[src/rtl/muldiv_pkg.sv]
// muldiv_pkg: shared definitions for the iterative RV32M multiply/divide unit.
//   - func3 encodings of the M extension (MD_MUL .. MD_REMU)
//   - FSM state enum
//   - is_div(): true for the four divide/remainder encodings
package muldiv_pkg;

    localparam logic [2:0] MD_MUL    = 3'b000;
    localparam logic [2:0] MD_MULH   = 3'b001;
    localparam logic [2:0] MD_MULHSU = 3'b010;
    localparam logic [2:0] MD_MULHU  = 3'b011;
    localparam logic [2:0] MD_DIV    = 3'b100;
    localparam logic [2:0] MD_DIVU   = 3'b101;
    localparam logic [2:0] MD_REM    = 3'b110;
    localparam logic [2:0] MD_REMU   = 3'b111;

    typedef enum logic [1:0] {
        IDLE = 2'd0,
        BUSY = 2'd1,
        FIX  = 2'd2,
        DONE = 2'd3
    } state_e;

    // Divides occupy the upper half of the func3 space.
    function automatic logic is_div(input logic [2:0] f3);
        return f3[2];
    endfunction

endpackage

[src/rtl/muldiv_unit.sv]
// muldiv_unit: iterative multiply/divide unit for the EX stage (RV32M ops).
//   clk, rst            clock, synchronous active-high reset
//   in_valid/in_ready   issue handshake; in_ready is high only in IDLE
//   func3, rs1, rs2     operation and operands, rd_in destination tag
//   flush               cancels any in-flight or pending operation
//   out_valid/out_ready result handshake; result and rd_out held in DONE
//   busy                stall request while iterating (BUSY or FIX)
// One 2*XLEN accumulator and one adder/subtractor serve both multiply
// (shift-add, right shifting) and divide (restoring, left shifting).
module muldiv_unit
    import muldiv_pkg::*;
#(
    parameter int XLEN = 32
) (
    input  logic            clk,
    input  logic            rst,
    input  logic            in_valid,
    output logic            in_ready,
    input  logic [2:0]      func3,
    input  logic [XLEN-1:0] rs1,
    input  logic [XLEN-1:0] rs2,
    input  logic [4:0]      rd_in,
    input  logic            flush,
    output logic            out_valid,
    input  logic            out_ready,
    output logic [XLEN-1:0] result,
    output logic [4:0]      rd_out,
    output logic            busy
);

    localparam int CW = $clog2(XLEN);

    state_e              r_state;
    logic [2*XLEN-1:0]   r_acc;
    logic [XLEN-1:0]     r_opd;
    logic [CW-1:0]       r_cnt;
    logic [2:0]          r_func3;
    logic                r_neg;
    logic [XLEN-1:0]     r_result;
    logic [4:0]          r_rd;

    // ---------------- issue-side decode ----------------
    logic            w_a_signed, w_b_signed, w_neg_a, w_neg_b;
    logic [XLEN-1:0] w_mag_a, w_mag_b;
    logic            w_div_zero, w_ovf;
    logic [XLEN-1:0] w_special_res;

    always_comb begin
        w_a_signed = (func3 == MD_MULH) || (func3 == MD_MULHSU) ||
                     (func3 == MD_DIV)  || (func3 == MD_REM);
        w_b_signed = (func3 == MD_MULH) || (func3 == MD_DIV) || (func3 == MD_REM);
        w_neg_a    = w_a_signed && rs1[XLEN-1];
        w_neg_b    = w_b_signed && rs2[XLEN-1];
        w_mag_a    = w_neg_a ? (~rs1 + XLEN'(1)) : rs1;
        w_mag_b    = w_neg_b ? (~rs2 + XLEN'(1)) : rs2;

        w_div_zero = is_div(func3) && (rs2 == '0);
        w_ovf      = ((func3 == MD_DIV) || (func3 == MD_REM)) &&
                     (rs1 == {1'b1, {(XLEN-1){1'b0}}}) && (rs2 == '1);

        // func3[1] distinguishes REM/REMU from DIV/DIVU.
        w_special_res = '0;
        if (w_div_zero)
            w_special_res = func3[1] ? rs1 : '1;
        else if (w_ovf)
            w_special_res = func3[1] ? '0 : rs1;
    end

    // ---------------- shared adder/subtractor ----------------
    // The sum is XLEN+2 wide so that, when subtracting, the top bit is the
    // "no borrow" flag (partial remainder >= divisor).
    logic              w_sub;
    logic [XLEN:0]     w_add_x, w_add_y;
    logic [XLEN+1:0]   w_add_sum;
    logic [XLEN-1:0]   w_hi, w_lo;
    logic [2*XLEN-1:0] w_iter;

    assign w_hi  = r_acc[2*XLEN-1:XLEN];
    assign w_lo  = r_acc[XLEN-1:0];
    assign w_sub = is_div(r_func3);

    always_comb begin
        // Divide compares the partial remainder after its left shift.
        w_add_x   = w_sub ? r_acc[2*XLEN-1:XLEN-1] : {1'b0, w_hi};
        w_add_y   = w_sub ? ~{1'b0, r_opd} : {1'b0, r_opd};
        w_add_sum = {1'b0, w_add_x} + {1'b0, w_add_y} + {{(XLEN+1){1'b0}}, w_sub};

        if (w_sub) begin
            if (w_add_sum[XLEN+1])
                w_iter = {w_add_sum[XLEN-1:0], w_lo[XLEN-2:0], 1'b1};
            else
                w_iter = {r_acc[2*XLEN-2:XLEN-1], w_lo[XLEN-2:0], 1'b0};
        end else begin
            // Multiplier bits are consumed from the low end; the carry of
            // the partial sum shifts into the top of the accumulator.
            if (w_lo[0])
                w_iter = {w_add_sum[XLEN:0], w_lo[XLEN-1:1]};
            else
                w_iter = {1'b0, w_hi, w_lo[XLEN-1:1]};
        end
    end

    // ---------------- sign fix-up and result select ----------------
    logic [2*XLEN-1:0] w_prod;
    logic [XLEN-1:0]   w_rem_fix;
    logic [XLEN-1:0]   w_fix_res;

    always_comb begin
        // Low half of the negated accumulator is also the negated quotient.
        w_prod    = r_neg ? (~r_acc + (2*XLEN)'(1)) : r_acc;
        w_rem_fix = r_neg ? (~w_hi + XLEN'(1)) : w_hi;
        case (r_func3)
            MD_MUL:                       w_fix_res = w_prod[XLEN-1:0];
            MD_MULH, MD_MULHSU, MD_MULHU: w_fix_res = w_prod[2*XLEN-1:XLEN];
            MD_DIV, MD_DIVU:              w_fix_res = w_prod[XLEN-1:0];
            default:                      w_fix_res = w_rem_fix;
        endcase
    end

    // ---------------- FSM and datapath registers ----------------
    always_ff @(posedge clk) begin
        if (rst) begin
            r_state  <= IDLE;
            r_acc    <= '0;
            r_opd    <= '0;
            r_cnt    <= '0;
            r_func3  <= MD_MUL;
            r_neg    <= 1'b0;
            r_result <= '0;
            r_rd     <= '0;
        end else if (flush) begin
            r_state <= IDLE;
        end else begin
            case (r_state)
                IDLE: begin
                    if (in_valid) begin
                        r_func3 <= func3;
                        r_rd    <= rd_in;
                        // Remainder follows the dividend; everything else
                        // follows the operand sign product.
                        r_neg   <= (is_div(func3) && func3[1]) ? w_neg_a
                                                               : (w_neg_a ^ w_neg_b);
                        if (w_div_zero || w_ovf) begin
                            r_result <= w_special_res;
                            r_state  <= DONE;
                        end else begin
                            r_cnt   <= CW'(XLEN-1);
                            r_state <= BUSY;
                            if (is_div(func3)) begin
                                r_acc <= {{XLEN{1'b0}}, w_mag_a};
                                r_opd <= w_mag_b;
                            end else begin
                                r_acc <= {{XLEN{1'b0}}, w_mag_b};
                                r_opd <= w_mag_a;
                            end
                        end
                    end
                end
                BUSY: begin
                    r_acc <= w_iter;
                    r_cnt <= r_cnt - CW'(1);
                    if (r_cnt == '0)
                        r_state <= FIX;
                end
                FIX: begin
                    r_result <= w_fix_res;
                    r_state  <= DONE;
                end
                DONE: begin
                    if (out_ready)
                        r_state <= IDLE;
                end
                default: r_state <= IDLE;
            endcase
        end
    end

    assign in_ready  = (r_state == IDLE);
    assign out_valid = (r_state == DONE);
    assign busy      = (r_state == BUSY) || (r_state == FIX);
    assign result    = r_result;
    assign rd_out    = r_rd;

endmodule

[config.mk]
export PLATFORM = sky130hd
export DESIGN_NAME = muldiv_unit
export DESIGN_NICKNAME = d
export VERILOG_FILES = /design/src/rtl/muldiv_pkg.sv /design/src/rtl/muldiv_unit.sv
export SDC_FILE = /design/constraint.sdc
export NUM_CORES = 1
export LEC_CHECK = 0
export BUFFER_PORTS_ARGS = -buffer_cell sky130_fd_sc_hd__buf_2
export CORE_MARGIN = 1
export CORE_UTILIZATION = 45
export DETAILED_ROUTE_END_ITERATION = 10
export GPL_TIMING_DRIVEN = 0
export PLACE_DENSITY = 0.68
export SLEW_MARGIN = 20
export SYNTH_ARGS = -nofsm -noshare
export SYNTH_HDL_FRONTEND = slang
export SYNTH_SLANG_ARGS = --single-unit
[constraint.sdc]
create_clock -name clk -period 6.5 [get_ports clk]
set_clock_uncertainty 0.05 [all_clocks]
set_input_delay 1.3 -clock clk [delete_from_list [all_inputs] [get_ports clk]]
set_output_delay 1.3 -clock clk [all_outputs]
set_load 0.005 [all_outputs]
==> metrics.md <==
| Metric | Value |
|---|---|
| Status | `finished, violations left` |
| Failing checks | `DRC` |
| Die Y | `180 um` |
| Slew headroom | `0.363` |
| Max rail drop VDD | `253 uV` |
| RePlAce Congestion | `1.04` |
| Tcrit/Tclk final | `0.971` |
| DR DRC count | `2` |
| Cell variety after synth | `90` |
| Via density | `6.58` |
| RSZ-0062 raised after global routing | `false` |
| Largest net degree at the start of global routing | `17` |
| Area grow syn2layout | `11.6%` |
| Starting Density | `0.460` |
| Met3 global-route usage | `0.0729` |
| Critical Path RT | `6.80 ns` |
| Max-capacitance violation count | `0` |
| Post-CTS setup buffers | `0` |
| Clk_lat worst skew | `0.44 ns` |
| DIE AREA | `32200 sq um` |
| Worst Hold Launch | `result[21]` |
| Register area share after synthesis | `0.203` |
| Post-route ant nets | `0` |
| Global-route wire length before repair | `96.7 mm` |
| CTS sink count | `144` |
| Nets | `2246` |
| FMAX | `158 MHz` |
| Asr flop ratio synth | `0` |
| Setup TNS | `0 ns` |
| Gr ovfl total | `0` |
| Final setup viols | `0` |
| Highest net fanout along the worst path | `10` |
| Synth top area share | `0.203` |
| Synth area leaders | `dfxtp_1, a21oi_1, nand2_1` |
| Crit path from | `r_func3[2]` |
| Synthesized area | `14200 sq um` |
| Share of layout cells above drive strength 1 | `0.114` |
| Fin. max-slew vios | `0` |
| WL/cell | `26.0 um` |
| Hold-fix buffers, CTS | `0` |
| Die X | `180 um` |
| EDFF count, synth | `0` |
| Arrival @ worst endpoint | `6.61 ns` |
| Placed Area | `15200 sq um` |
| CTS resizes | `0` |
| Top FF cell, synth | `dfxtp_1` |
| Post-Layout Inst Area | `15800 sq um` |
| Core area | `30800 sq um` |
| Placed cells | `2503` |
| CTS tree | `yes` |
| GR Layer Usage met2 | `0.619` |
| Num rows | `64` |
| Global-route usage over all layers | `0.398` |
| Reg2reg start | `r_func3[2]` |
| Vias in the first global route | `15300` |
| Post-DP HPWL | `52.6 mm` |
| Min Tclk post-route | `6.31 ns` |
| Post-synthesis sequential element count | `144` |
| GR Layer Usage met1 | `0.512` |
| Drt first pass iters | `9` |
| Syn Inst Count | `1997` |
| Detailed Route Iter0 Violations | `2159` |
| Antenna fix cells | `0` |
| Clk pin slew, worst setup/hold paths | `0.06 ns` |
| Gr busiest metal | `met2` |
| Ys Warns | `0` |
| CTS Buffer Depth | `2` |
| Syn Area/Cell | `7.10 sq um` |
| Kind of critical path | `register to register` |
| # port buffers | `110` |
| Max H-tree Level | `4` |
| Tightest Pin Transition | `0.956 ns` |
| Power Density | `177 nW/um^2` |
| Vias post-DR | `16700` |
| CTS Buf Count | `17` |
| Top cell type by total area after synthesis | `dfxtp_1` |
| Startpoint types | `register` |
| Final core utilization | `0.513` |
| Syn Nets | `2117` |
| Non-Filler Instances | `2532` |
| Root buffer cell | `clkbuf_16` |
| Leakage | `0.00604 uW` |
| Final wirelength | `65.8 mm` |
| I/O Pins | `117` |
| Hold crit path type | `register to register` |
| Worst Setup End Kind | `register` |
| Initial antenna violation count | `1` |
| Final hold vios | `0` |
[flip-flops by register name, indices dropped and copies added (netlist names)]
signal / flops
r_acc: 64
r_opd: 32
result: 32
r_cnt: 5
rd_out: 5
r_func3: 3
r_state: 2
r_neg: 1
[Yosys cell counts, drive strengths merged, types with 21 or more instances]
library cell / instances
nor2: 177
nor4: 25
ha: 42
o31ai: 44
a31oi: 21
o221ai: 29
nand4: 21
mux2: 52
xor2: 95
xnor2: 80
or3: 25
nand3: 30
nand2: 237
o211ai: 23
inv: 42
mux2i: 35
dfxtp: 144
a211oi: 72
clkbuf: 155
o21ai: 139
nor3: 69
a21oi: 192
[critical path, stage by stage, from the launching register on]
cell,delay [ns]
dfxtp_1,0.30
clkbuf_1,0.51
clkbuf_2,0.42
clkbuf_1,0.51
clkbuf_2,0.41
clkbuf_1,0.51
o21ai_0,0.27
ha_1,0.34
clkbuf_1,0.19
a21oi_1,0.17
o21ai_0,0.13
a21oi_1,0.24
a21oi_1,0.16
nor2_1,0.30
o31a_1,0.28
clkbuf_1,0.43
clkbuf_1,0.53
o21ai_0,0.22
o21ai_0,0.22
[where the power goes]
| group | switching, uW | internal, uW |
|---|---|---|
| sequential | 47.4 | 918 |
| clock | 411 | 616 |
| combinational | 564 | 253 |
| total | 1020 | 1790 |
[layout by cell type, fill, tap and decap left out, drive strengths merged, types with 14 or more instances in the layout]
cell type,count
nand3,30
nand4,21
o22ai,14
o221ai,29
a31oi,21
a21o,15
nor3,69
inv,42
o31ai,44
o21ai,139
and2,19
or4,14
mux2i,35
a211oi,72
nor4,25
xnor2,80
mux2,52
nor2,177
nand2,237
buf,129
xor2,95
ha,42
dfxtp,144
or3,25
o211ai,23
o41ai,16
clkbuf,174
a21oi,192
[area by class of cell]
| type | instances | area, sq um |
|---|---|---|
| sequential | 144 | 2880 |
| tap | 396 | 495 |
| fill | 3112 | 15000 |
| buffer | 174 | 691 |
| multi-input combinational | 1636 | 10500 |
| timing repair buffer | 110 | 551 |
| clock buffer | 19 | 453 |
| clock inverter | 10 | 139 |
| inverter | 43 | 161 |
[kinds of logic after synthesis]
kind of cell | Yosys count | share of synthesized area
mux | 87 | 0.0660
flops | 144 | 0.203
fa+ha+maj | 43 | 0.0385
compound gates | 650 | 0.295
xor+xnor | 175 | 0.108
simple gates | 681 | 0.230
buf+inv | 217 | 0.0597
[metrics by stage]
stage	hold slack, ns	setup WS, ns	power, uW
after floorplan	0.393	2.05	1460
after global placement	0.384	0.182	1760
after detailed placement	0.389	0.0629	1770
after CTS	0.402	0.0375	2780
after global routing	0.430	0.0895	2890
final	0.398	0.190	2810
[metal layers]
| metal | vias to the layer above | share of wire |
|---|---|---|
| li1 | 7576 | - |
| met5 | - | 0.00018 |
| met3 | 201 | 0.096 |
| met2 | 1013 | 0.44 |
| met1 | 7858 | 0.41 |
| met4 | 2 | 0.062 |
[final timing paths]
check / slack [ns] / to / cells past startpoint
max: 0.19 / r_acc[51] / 18
max reg2reg: 0.19 / r_acc[51] / 18
min: 0.40 / result[21] / 2
min reg2reg: 0.40 / result[21] / 2
Power figures use the tool's default switching activity.
